### config.mk
export PLATFORM = sky130hd
export DESIGN_NAME = ram_arbiter_2port
export DESIGN_NICKNAME = d
export VERILOG_FILES = /design/src/rtl/ram_arbiter_2port.sv
export SDC_FILE = /design/constraint.sdc
export NUM_CORES = 1
export LEC_CHECK = 0
export BUFFER_PORTS_ARGS = -buffer_cell sky130_fd_sc_hd__buf_2
export CAP_MARGIN = 20
export CORE_ASPECT_RATIO = 0.8
export CORE_MARGIN = 2
export CORE_UTILIZATION = 40
export CTS_CLUSTER_DIAMETER = 80
export DETAILED_ROUTE_END_ITERATION = 8
export GPL_TIMING_DRIVEN = 0
export HOLD_SLACK_MARGIN = 0.05
export PLACE_DENSITY_LB_ADDON = 0.05
export RECOVER_POWER = 25
export SETUP_SLACK_MARGIN = 0.02
export SLEW_MARGIN = 20
export SYNTH_ARGS = -nofsm -noshare
export SYNTH_HDL_FRONTEND = slang
export SYNTH_SLANG_ARGS = --single-unit
### constraint.sdc
create_clock -name clk -period 3.44 [get_ports clk]
set_input_delay 0.688 -clock clk [delete_from_list [all_inputs] [get_ports clk]]
set_output_delay 0.688 -clock clk [all_outputs]
set_load 0.01 [all_outputs]
### src/rtl/ram_arbiter_2port.sv
// rtl/ram_arbiter_2port.sv - two-master round-robin arbiter for a single-port synchronous RAM
module ram_arbiter_2port #(
  parameter int AW = 13,
  parameter int DW = 32
) (
  input  logic          clk,
  input  logic          reset,
  input  logic          a_req,
  input  logic          a_rnw,
  input  logic [AW-1:0] a_addr,
  input  logic [DW-1:0] a_din,
  output logic          a_ack,
  output logic [DW-1:0] a_dout,
  output logic          a_rvalid,
  input  logic          b_req,
  input  logic          b_rnw,
  input  logic [AW-1:0] b_addr,
  input  logic [DW-1:0] b_din,
  output logic          b_ack,
  output logic [DW-1:0] b_dout,
  output logic          b_rvalid,
  output logic [AW-1:0] ram_address,
  output logic [DW-1:0] ram_din,
  output logic          ram_rnw,
  output logic          ram_cs_b,
  input  logic [DW-1:0] ram_dout
);

  logic          r_last_b;
  logic          r_rd_a;
  logic          r_rd_b;
  logic [DW-1:0] r_hold_a;
  logic [DW-1:0] r_hold_b;
  logic          w_gnt_a;
  logic          w_gnt_b;

  // Grants are masked by reset so the RAM stays deselected even with requests raised.
  assign w_gnt_a = ~reset & a_req & (~b_req | r_last_b);
  assign w_gnt_b = ~reset & b_req & ~w_gnt_a;

  assign a_ack = w_gnt_a;
  assign b_ack = w_gnt_b;

  always_comb begin
    ram_cs_b    = 1'b1;
    ram_rnw     = 1'b1;
    ram_address = '0;
    ram_din     = '0;
    if (w_gnt_a) begin
      ram_cs_b    = 1'b0;
      ram_rnw     = a_rnw;
      ram_address = a_addr;
      ram_din     = a_din;
    end else if (w_gnt_b) begin
      ram_cs_b    = 1'b0;
      ram_rnw     = b_rnw;
      ram_address = b_addr;
      ram_din     = b_din;
    end
  end

  always_ff @(posedge clk or posedge reset) begin
    if (reset) begin
      r_last_b <= 1'b1;
      r_rd_a   <= 1'b0;
      r_rd_b   <= 1'b0;
      r_hold_a <= '0;
      r_hold_b <= '0;
    end else begin
      if (w_gnt_a | w_gnt_b) begin
        r_last_b <= w_gnt_b;
      end
      r_rd_a <= w_gnt_a & a_rnw;
      r_rd_b <= w_gnt_b & b_rnw;
      // Capture the returning word so it stays visible until the next read completes.
      if (r_rd_a) begin
        r_hold_a <= ram_dout;
      end
      if (r_rd_b) begin
        r_hold_b <= ram_dout;
      end
    end
  end

  assign a_rvalid = r_rd_a;
  assign b_rvalid = r_rd_b;
  assign a_dout   = r_rd_a ? ram_dout : r_hold_a;
  assign b_dout   = r_rd_b ? ram_dout : r_hold_b;

endmodule
==> summary.md <==
| Metric | Value |
|---|---|
| Status | `finished, final reports clean` |
| Chip Height | `roughly 85 µm` |
| Fin crit share | `80.1%` |
| Top Layer Used | `met4` |
| Clock buffer count from CTS | `9` |
| Crit start category | `primary input` |
| Initial antenna violation count | `0` |
| Total gr overflow | `0` |
| Final antenna diode count | `0` |
| Total wire length | `10900 µm` |
| Layout Nets | `645` |
| Synth Instances | `approximately 260` |
| Final slew viol count | `0` |
| Largest net degree at the start of global routing | `37` |
| Post-synthesis cell type count | `19` |
| Syn nets | `392` |
| CP bufs+invs | `4` |
| GRT Util Overall | `24.8%` |
| Crit path max-delay family | `buffers and inverters` |
| Maximum vdd drop | `~0.3 mV` |
| Area of the multi-input gates | `1370 µm²` |
| RePlAce Congestion | `0.844` |
| Io pins | `around 240` |
| Sequential Area | `1680 µm²` |
| Sink Count | `67` |
| Starting DRT DRC Count | `112` |
| Post-route ant nets | `0` |
| Vias | `3170` |
| Setup WS post-layout | `between 0.6 and 0.7 ns` |
| Minimum clock period | `around 2.8 ns` |
| # fillers | `roughly 740` |
| DRC Markers | `0` |
| WL met2 | `5240 µm` |
| Worst Clk Skew | `0.00781 ns` |
| Clk Latency, worst-skew pair | `0.34 ns` |
| Number of global-route vias before repair | `roughly 3200` |
| H-tree depth | `3` |
| First-pass DRT Iterations | `4` |
| CTS tree | `done` |
| Hold Path Class | `primary input to asynchronous set/reset pin` |
| Maximum clock rate | `~360 MHz` |
| Max-cap violation count | `0` |
| Layout cells sized above 1 | `64.8%` |
| Die width | `about 100 µm` |
| Post-DP HPWL | `approximately 8800 µm` |
| Metal3 WL | `around 980 µm` |
| Cts hold-fix bufs | `0` |
| Critical Path, Cell by Cell | `clkbuf_1 > clkbuf_1 > clkbuf_1 > nor2_1 > buf_2` |
| Setup Buffers After CTS | `0` |
| CTS max path bufs | `2` |
| Initial Util | `about two fifths` |
| Cts repair resizes | `0` |
| Critical path's most frequent cell | `clkbuf_1` |
| Leak Pwr | `2.47 nW` |
| Mapped Area | `3240 µm²` |
| Vias/cell | `5.03` |
| Hold WS | `0.465 ns` |
| Area added between synthesis and finish | `49.0%` |
| Total die area | `between 8000 and 9000 µm²` |
| Crit. End Element | `output pin` |
| Critical Path Max Stage Delay | `0.39 ns` |
| Rel. slew slack | `69.9%` |
| PD cells | `548 nW/µm²` |
| RSZ-0062 raised after global routing | `no` |
| Seq/Total Area, Yosys | `51.7%` |
| Register bit total from synthesis | `67` |
| WL met1 | `4470 µm` |
| Rows | `29` |
| Final hold violation count | `0` |
| Yosys warns | `0` |
| Setup Crit Path Kind | `primary input to output pin` |
| Avg WL per Cell | `17.3 µm` |
| Post-Place Worst Slack | `0.808 ns` |
| Most common cell after layout, fill and taps aside | `buf_2` |
| Least-Margin Pin Slew | `0.451 ns` |
| Worst EP required | `~2.8 ns` |
| Count of final setup violators | `0` |
| First-pass GRT wire length | `17000 µm` |
| Avg Cell Area, Syn | `12.3 µm²` |
| CTS root buf | `clkbuf_8` |
| Core Area | `7910 µm²` |
| Slowest-stage cell, CP | `clkbuf_1` |
| WP data arrival | `2.07 ns` |
| IO buf count | `241` |
| CP Max Fanout | `10` |
| Register clock-pin slew on the reported worst setup and hold paths | `0.08 ns` |
| Commonest cells after routing, fill and taps aside | `buf_2, dfrtp_1, mux2_2` |
power by group:
part / switching (mW) / total (mW) / internal (mW)
combinational: 0.462 / 0.883 / 0.422
clock: 0.325 / 0.739 / 0.414
sequential: 0.0487 / 1.03 / 0.978
path summary, 6_finish.rpt:
| path | startpoint | to | slack (ns) | depth (start not counted) |
|---|---|---|---|---|
| worst min register to register | r_hold_a[6] | r_hold_a[6] | 0.48 | 1 |
| min in group clk | r_hold_a[6] | r_hold_a[6] | 0.48 | 1 |
| worst max register to register | b_rvalid | r_hold_b[1] | 2.06 | 3 |
| max in group asynchronous | reset | r_hold_b[15] | 2.45 | 3 |
| worst min-delay path | reset | b_rvalid | 0.46 | 2 |
| worst max-delay path | reset | ram_din[29] | 0.68 | 5 |
sequential cells by signal, summed over array words and instances (netlist names):
signal,flops
r_hold_a,32
r_hold_b,32
a_rvalid,1
r_last_b,1
b_rvalid,1
through the flow:
stage | setup TNS, ns | util [%] | power, mW | instance area, µm² | cells
after global routing | 0 | 61.1 | 2.80 | 4830 | 630
after detailed placement | 0 | 58.2 | 1.93 | 4610 | 614
after global placement | -1.28 | 58.0 | 1.90 | 4580 | 613
after floorplan | 0 | - | 1.54 | 3240 | 264
after CTS | 0 | 61.1 | 2.68 | 4830 | 630
final | 0 | 61.1 | 2.65 | 4830 | 630
logic make-up after synthesis:
| group | after synthesis | share of synthesized area (%) |
|---|---|---|
| buffers and inverters | 30 | 5.98 |
| AO/OA/AOI/OAI | 51 | 13.5 |
| AND/OR/NAND/NOR | 52 | 6.52 |
| multiplexers | 64 | 22.2 |
| flip-flops | 67 | 51.7 |
synth_stat cells, drive strengths merged:
| library cell | instances | area [µm²] |
|---|---|---|
| dfrtp | 66 | 1650 |
| mux2 | 64 | 721 |
| nor2 | 46 | 173 |
| a32oi | 45 | 394 |
| buf | 18 | 149 |
| clkbuf | 10 | 37.5 |
| o21ai | 3 | 15.0 |
| and2 | 2 | 12.5 |
| inv | 2 | 7.51 |
| nand2b | 2 | 12.5 |
| a21boi | 1 | 18.8 |
| a21oi | 1 | 5.00 |
| a31oi | 1 | 6.26 |
| and3 | 1 | 6.26 |
| dfstp | 1 | 26.3 |
| nor3b | 1 | 7.51 |
cell type report:
class	count	share of cell area, %
clock buffers	9	2.56
inverters	2	0.207
clock inverters	7	2.10
plain buffers	28	3.86
well taps	108	2.80
repair buffers	242	25.4
multi-input cells	167	28.4
flip-flops and latches	67	34.7
metal layers:
metal  GRT usage [%]  vias up
li1                -     1492
met2            40.8      142
met5               0        -
met1            30.2     1520
met4            9.33        0
met3            8.85       16
Power figures use the tool's default switching activity.
